==> config.mk <==
export PLATFORM = sky130hd
export DESIGN_NAME = arm_lsu
export DESIGN_NICKNAME = d
export VERILOG_FILES = /design/src/rtl/arm_lsu.sv
export SDC_FILE = /design/constraint.sdc
export NUM_CORES = 1
export LEC_CHECK = 0
export CAP_MARGIN = 10
export CORE_MARGIN = 2
export CORE_UTILIZATION = 53
export CTS_BUF_LIST = sky130_fd_sc_hd__clkbuf_8
export DETAILED_ROUTE_END_ITERATION = 10
export PLACE_DENSITY = 0.89
export SKIP_LAST_GASP = 1
export SLEW_MARGIN = 20
export SYNTH_ARGS = -nofsm -noshare
export SYNTH_HDL_FRONTEND = slang
export SYNTH_SLANG_ARGS = --single-unit
==> constraint.sdc <==
create_clock -name clk -period 9.2 [get_ports clk]
set_input_delay 1.84 -clock clk [delete_from_list [all_inputs] [get_ports clk]]
set_output_delay 1.84 -clock clk [all_outputs]
set_load 0.03 [all_outputs]
==> src/rtl/arm_lsu.sv <==
// arm_lsu - load/store unit between the memory-access stage and the
// big-endian, word-only arm_memory data port.
//
// Each accepted request does one aligned word read. Loads extract and extend
// the addressed lane. Stores always read first, merge the new lane(s) into the
// word, and then write the full word back. Faults are reported with done.
//
// Ports:
//   clk, reset        clock, asynchronous active-high reset
//   req / ready       request handshake (ready only in IDLE)
//   rw, size,         request: 0 load / 1 store, 00 byte / 01 half /
//   signed_ld,        10 word / 11 illegal, sign-extend sub-word loads,
//   addr, wdata       byte address, right-justified store data
//   done              one-cycle completion pulse
//   rdata             load result (0 for stores and faults)
//   fault, fault_code 00 none, 01 misaligned, 10 memory exception, 11 size
//   mem_addr          word-aligned address to arm_memory
//   mem_wdata, mem_we merged write word and write enable to arm_memory
//   mem_rdata         combinational read data from arm_memory
//   mem_excpt         combinational region exception from arm_memory
module arm_lsu #(
  parameter bit ALIGN_CHECK = 1'b1
) (
  input  logic        clk,
  input  logic        reset,
  input  logic        req,
  output logic        ready,
  input  logic        rw,
  input  logic [1:0]  size,
  input  logic        signed_ld,
  input  logic [31:0] addr,
  input  logic [31:0] wdata,
  output logic        done,
  output logic [31:0] rdata,
  output logic        fault,
  output logic [1:0]  fault_code,
  output logic [31:0] mem_addr,
  output logic [31:0] mem_wdata,
  output logic        mem_we,
  input  logic [31:0] mem_rdata,
  input  logic        mem_excpt
);

  typedef enum logic [1:0] {IDLE, READ, WRITE, RESP} state_t;

  localparam logic [1:0] SZ_BYTE    = 2'b00;
  localparam logic [1:0] SZ_HALF    = 2'b01;
  localparam logic [1:0] SZ_WORD    = 2'b10;
  localparam logic [1:0] SZ_ILLEGAL = 2'b11;

  localparam logic [1:0] FC_NONE     = 2'b00;
  localparam logic [1:0] FC_MISALIGN = 2'b01;
  localparam logic [1:0] FC_MEM      = 2'b10;
  localparam logic [1:0] FC_SIZE     = 2'b11;

  state_t      state;
  logic        lat_rw;
  logic [1:0]  lat_size;
  logic        lat_signed;
  logic [31:0] lat_addr;
  logic [31:0] lat_wdata;
  logic [31:0] merged_q;

  logic        misaligned;
  logic [7:0]  lane_b;
  logic [15:0] lane_h;
  logic [31:0] load_data;
  logic [31:0] merge_data;

  // Control outputs come straight from the state register, so an
  // asynchronous reset drops mem_we before the next edge can write.
  assign ready     = (state == IDLE);
  assign done      = (state == RESP);
  assign mem_we    = (state == WRITE);
  assign mem_addr  = {lat_addr[31:2], 2'b00};
  assign mem_wdata = merged_q;

  // Alignment is judged on the incoming request, before it is latched.
  always_comb begin
    misaligned = ((size == SZ_HALF) && addr[0]) ||
                 ((size == SZ_WORD) && (addr[1:0] != 2'b00));
  end

  // Lane selection on the big-endian word: byte k lives at [31-8k:24-8k],
  // the halfword at [31:16] for addr[1]=0 and [15:0] for addr[1]=1.
  // addr[0] is ignored for halfwords, which gives the force-aligned
  // behaviour when ALIGN_CHECK is 0.
  always_comb begin
    lane_b     = 8'h00;
    lane_h     = 16'h0000;
    load_data  = mem_rdata;
    merge_data = lat_wdata;
    case (lat_size)
      SZ_BYTE: begin
        merge_data = mem_rdata;
        case (lat_addr[1:0])
          2'd0: begin lane_b = mem_rdata[31:24]; merge_data[31:24] = lat_wdata[7:0]; end
          2'd1: begin lane_b = mem_rdata[23:16]; merge_data[23:16] = lat_wdata[7:0]; end
          2'd2: begin lane_b = mem_rdata[15:8];  merge_data[15:8]  = lat_wdata[7:0]; end
          default: begin lane_b = mem_rdata[7:0]; merge_data[7:0] = lat_wdata[7:0]; end
        endcase
        load_data = {{24{lat_signed & lane_b[7]}}, lane_b};
      end
      SZ_HALF: begin
        merge_data = mem_rdata;
        if (lat_addr[1]) begin
          lane_h           = mem_rdata[15:0];
          merge_data[15:0] = lat_wdata[15:0];
        end else begin
          lane_h            = mem_rdata[31:16];
          merge_data[31:16] = lat_wdata[15:0];
        end
        load_data = {{16{lat_signed & lane_h[15]}}, lane_h};
      end
      default: begin
        load_data  = mem_rdata;
        merge_data = lat_wdata;
      end
    endcase
  end

  // Main FSM. rdata/fault/fault_code are only written on the transition
  // into RESP so they hold their last result until the next completion.
  always_ff @(posedge clk or posedge reset) begin
    if (reset) begin
      state      <= IDLE;
      lat_rw     <= 1'b0;
      lat_size   <= SZ_BYTE;
      lat_signed <= 1'b0;
      lat_addr   <= 32'h0;
      lat_wdata  <= 32'h0;
      merged_q   <= 32'h0;
      rdata      <= 32'h0;
      fault      <= 1'b0;
      fault_code <= FC_NONE;
    end else begin
      case (state)
        IDLE: begin
          if (req) begin
            lat_rw     <= rw;
            lat_size   <= size;
            lat_signed <= signed_ld;
            lat_addr   <= addr;
            lat_wdata  <= wdata;
            if (size == SZ_ILLEGAL) begin
              state      <= RESP;
              rdata      <= 32'h0;
              fault      <= 1'b1;
              fault_code <= FC_SIZE;
            end else if (ALIGN_CHECK && misaligned) begin
              state      <= RESP;
              rdata      <= 32'h0;
              fault      <= 1'b1;
              fault_code <= FC_MISALIGN;
            end else begin
              state <= READ;
            end
          end
        end
        READ: begin
          // Word stores also take this read so every access gets the
          // same region check before anything is written.
          if (mem_excpt) begin
            state      <= RESP;
            rdata      <= 32'h0;
            fault      <= 1'b1;
            fault_code <= FC_MEM;
          end else if (!lat_rw) begin
            state      <= RESP;
            rdata      <= load_data;
            fault      <= 1'b0;
            fault_code <= FC_NONE;
          end else begin
            state    <= WRITE;
            merged_q <= merge_data;
          end
        end
        WRITE: begin
          state      <= RESP;
          rdata      <= 32'h0;
          fault      <= 1'b0;
          fault_code <= FC_NONE;
        end
        default: begin
          state <= IDLE;
        end
      endcase
    end
  end

endmodule

# ---- After elaboration in Yosys (flattened, before gate mapping)
# Cells that the tools add are included.
dict set report classes {
  n_eq_ne 12
  mux 36
  n_bitwise 3
  n_reduce_logical 12
}
# cell n
set op_table {}
lappend op_table {{$mux 32} 5}
lappend op_table {{$pmux 32 s2} 2}
lappend op_table {{$pmux 32 s3} 1}
lappend op_table {{$mux 16} 4}
lappend op_table {{$mux 8} 5}
lappend op_table {{$pmux 8 s3} 1}
lappend op_table {{$mux 2} 8}
lappend op_table {{$pmux 2 s3} 2}
lappend op_table {{$eq 2x2->1 const B} 5}
lappend op_table {{$eq 2x1->1 const B} 4}
lappend op_table {{$mux 1} 7}
lappend op_table {{$logic_not 2->1} 3}
lappend op_table {{$reduce_and 4->1} 1}
lappend op_table {{$ne 3x1->1 const B} 1}
lappend op_table {{$ne 3x3->1 const B} 1}
lappend op_table {{$pmux 1 s3} 1}
lappend op_table {{$reduce_and 3->1} 1}
lappend op_table {{$reduce_bool 3->1} 1}
lappend op_table {{$reduce_or 3->1} 1}
lappend op_table {{$and 1x1->1} 2}
lappend op_table {{$logic_and 1x1->1} 2}
lappend op_table {{$ne 2x2->1 const B} 1}
lappend op_table {{$reduce_and 2->1} 1}
lappend op_table {{$reduce_bool 2->1} 1}
lappend op_table {{other kinds (2)} 2}
dict set report totals {
  regBits 137
  out_inout_bits 102
}

# ---- Logic depth before layout (Yosys ltp)
dict set report depth {
  depth_word 8
  ltp_mapped 8
  mapped_depth_nobuf 6
}

# ---- Worst setup path before layout
# OpenSTA, ideal clock, no wires.
dict set report synth_path {
  kind {input port to flip-flop}
  from {input mem_rdata[23]}
  to {register rdata[26]}
  setup_ns 0.121
  arrival_time_ns 2.832
  required_time_ns 9.079
  slack_ns 6.247
  stages 5
  path_cell_list {mux2_4 a31oi_4 a211oi_4 buf_6 a22o_1}
}
dict set report synth_between {
  elab_chain_len 7
}
# element line
set synth_rtl {}
lappend synth_rtl {{start, declared} 40} ;# input logic [31:0] mem_rdata,
lappend synth_rtl {{$pmux 8 s3} 96} ;# case (lat_addr[1:0])
lappend synth_rtl {{$mux 8} 93} ;# case (lat_size)
lappend synth_rtl {{$and 1x1->1} 102} ;# load_data = {{24{lat_signed & lane_b[7]}}, lane_b};
lappend synth_rtl {{$pmux 32 s2} 93}
lappend synth_rtl {{$mux 32} 168} ;# end else if (!lat_rw) begin
lappend synth_rtl {{$mux 32} 163} ;# if (mem_excpt) begin
lappend synth_rtl {{$pmux 32 s3} 137} ;# case (state)
lappend synth_rtl {{end signal, assigned} 170} ;# rdata <= load_data;
lappend synth_rtl {{end, declared} 34} ;# output logic [31:0] rdata,
# No other way between the ends. The select of a mux whose other input is x is not followed.
# A chain may end at the register's enable or synchronous reset.

# ---- Worst setup path after layout
dict set report layout_path {
  from {register state[0]}
  to {output ready}
}
dict set report layout_between {
  elab_chain_len 1
}
# element line
set layout_rtl {}
lappend layout_rtl {{start, declared} 56} ;# state_t state;
lappend layout_rtl {{start signal, assigned} 126} ;# state <= IDLE;
lappend layout_rtl {{start signal, assigned} 146} ;# state <= RESP;
lappend layout_rtl {{start signal, assigned} 151} ;# state <= RESP;
lappend layout_rtl {{$logic_not 2->1} 72} ;# assign ready = (state == IDLE);
lappend layout_rtl {{end, declared} 27} ;# output logic ready,
# No other way between the ends.

==> flow_summary.json <==
{
  "status": "finished, final reports clean",
  "grt_max_degree": 73,
  "switching_share": 0.419,
  "start_util": 0.544,
  "pre_cts_ws_ns": 4.97,
  "rsz0062_at_grt": "false",
  "postRouteAntennaNets": 0,
  "clk_path_buf_depth": 2,
  "port_buffers": 203,
  "synth_area_leaders": "dfrtp_1 (50%), mux2_2 (15%), buf_4 (4.0%)",
  "critical_path_arrival_ns": 2.03,
  "grt_usage": 0.282,
  "min_period_over_period": 0.420,
  "synth_compound_area_frac": 0.154,
  "r2r-end": "fault",
  "timing.fmax_mhz": 259,
  "post-route-min-period_ns": 3.87,
  "p_sw_mw": 1.43,
  "r2r_setup_slack_ns": 6.59,
  "path_cells": "inv_1 -> ha_1 -> clkdlybuf4s50_1",
  "via_per_inst": 5.78,
  "grt_pass1_vias": 5583,
  "ys_ff_latch": 137,
  "cts_resized": 0,
  "n_antenna_cell": 0,
  "cts_tree": "done",
  "routed_wl_um": 19300,
  "maxSlewViolCount": 0,
  "leakage_nw": 3.87,
  "startpoint_type": "flop",
  "slew_headroom": 0.356,
  "end_kind": "primary output",
  "hold_viol_final": 0,
  "coreArea_um2": 12700,
  "place_congestion": 0.867,
  "maxCapViolations": 0,
  "grt_pass1_wl_um": 30600,
  "clock-root-buffer": "clkbuf_8",
  "cp.required_ns": 7.36,
  "crit_type": "reg2out",
  "synth_ff_type": "dfrtp_1",
  "synth_edf_count": 0,
  "power_density_nw_per_um2": 370,
  "antenna_found_initial": 0,
  "htree_levels": 4,
  "post_cts_buffers": 0,
  "die_y_um": 118,
  "dr.pass1.iters": 7,
  "place_hpwl_um": 14100,
  "async_flop_share": 1.00,
  "vdd_drop_max_mv": 0.210,
  "syn_to_final_growth_pct": 33.7,
  "syn_area_per_cell_um2": 11.3,
  "finalSetupTns_ns": 0,
  "min_path_cells": 1,
  "drive_gt1_frac": 0.185,
  "min_from": "rdata[10]",
  "clkSinkCount": 137,
  "drt_iter0_drc": 453,
  "yosysSeqAreaShare": 0.497,
  "yosysWarnings": 0,
  "final.setup_skew_ns": 0.00858,
  "synth_top_family_by_area": "multiplexers",
  "io_pins": 206,
  "worst_pin_slew_ns": 0.962,
  "final_common_cell": "clkdlybuf4s50_1",
  "reg2reg_from": "state[1]",
  "synth_cell_types": 47,
  "hold_path_class": "reg2reg",
  "wire_per_inst_um": 20.3,
  "setup_viol": 0,
  "p_comb_frac": 0.507,
  "crit_fanout": 7,
  "drc": 0,
  "synth_area_um2": 6900,
  "min_to": "rdata[10]",
  "rows": 41,
  "synthXorXnorAreaFrac": 0,
  "vias": 5492,
  "finalNetCount": 873,
  "synth_adder_area_share": 0.00726,
  "dieArea_um2": 13900,
  "synth_top_area_share": 0.497,
  "worst_path_max_delay_cell": "clkdlybuf4s50_1",
  "setup_slack_ns": 5.33,
  "final_cell_mix": "clkdlybuf4s50_1 (203), dfrtp_1 (136), mux2_2 (93), nand2_1 (45), a21oi_1 (41)",
  "worst_r2r_path_depth": 6,
  "cts_made_buffers": 17,
  "grt_overflow_total": 0,
  "synthSimpleGateAreaFrac": 0.0989,
  "p_int_mw": 1.98,
  "cp_slowest_stage_delay_ns": 0.73,
  "pwr-share-seq": 0.319,
  "insertion_delay_ns": 0.46,
  "ctsHoldBuffers": 0,
  "yosysTopAreaCell": "dfrtp_1",
  "die-width_um": 118,
  "muxShareOfSynthArea": 0.169,
  "clk_pin_slew_ns": 0.08,
  "synthCells": 609,
  "p_clk_frac": 0.173
}
==> routing by layer <==
metal  vias up  GRT usage  wire length (um)
met1      2724      0.370              7970
met2       243      0.463              9700
met3        32     0.0543              1140
met4         0      0.110               484
met5         -          0                 0
li1       2493          -                 -
==> cells by family (layout without fill, tap and decap cells) <==
group,Yosys count,in the layout
buf+inv,85,253
fa+ha+maj,4,4
mux,104,104
simple gates,137,137
other cells,1,2
compound gates,141,141
flops,137,137
==> metrics by stage <==
stage          area (um2)   util  std cells  hold WS [ns]  power [mW]
2_1_floorplan        6900      -        610         0.480        2.31
3_3_place_gp         8730  0.689        918         0.478        2.75
3_5_place_dp         8740  0.689        918         0.483        2.82
4_1_cts              9220  0.727        950         0.499        3.41
5_1_grt              9220  0.728        950         0.514        3.58
6_report             9220  0.728        950         0.496        3.41
==> worst max path at each step <==
stage,cells after the start,end,slack [ns],startpoint
floorplan,1,fault,3.69,reset
global placement,5,fault,4.70,mem_excpt
detailed placement,5,fault,4.97,mem_excpt
CTS,3,ready,5.33,state[0]
global route,3,ready,5.26,state[0]
finish,3,ready,5.33,state[0]
==> sequential cells by signal, summed over array words and instances (netlist names) <==
signal and count:
lat_addr 32, lat_wdata 32, mem_wdata 32, rdata 32, fault_code 2, lat_size 2
state 2, fault 1, lat_rw 1, lat_signed 1
==> area by class of cell <==
type | count | area (um2)
sequential | 137 | 3430
timing repair buffer | 208 | 2070
fill | 920 | 3450
inverter | 13 | 53.8
tap | 172 | 215
clock buffer | 21 | 289
multi-input combinational | 388 | 2970
clock inverter | 11 | 193
==> critical path: cells and delay by family, from the launching register on <==
| family | cells | cell delay (ns) |
|---|---|---|
| adders and majority gates | 1 | 0.30 |
| DFF | 1 | 0.43 |
| buffers and inverters | 2 | 0.84 |
==> power by group through the flow <==
stage / Clock [mW] / Combinational [mW] / Sequential (mW)
2_1_floorplan: 0 / 1.11 / 1.20
3_3_place_gp: 0 / 1.68 / 1.08
3_5_place_dp: 0 / 1.73 / 1.09
4_1_cts: 0.596 / 1.73 / 1.08
5_1_grt: 0.619 / 1.84 / 1.12
6_report: 0.590 / 1.73 / 1.09
==> cells in the mapped netlist (all sizes together) (3+ instances only) <==
cell    count
mux2       95
o21ai      16
a32o       14
nor2       35
ha          4
a221oi      4
o21bai      4
o22ai       8
a22o       22
buf        58
nor3        3
nand2b     27
a222oi     16
dfrtp     137
nand2      47
clkbuf     14
inv        13
nor2b       5
mux2i       9
nand3      10
a21oi      42
a32oi       9
Power figures use the tool's default switching activity.
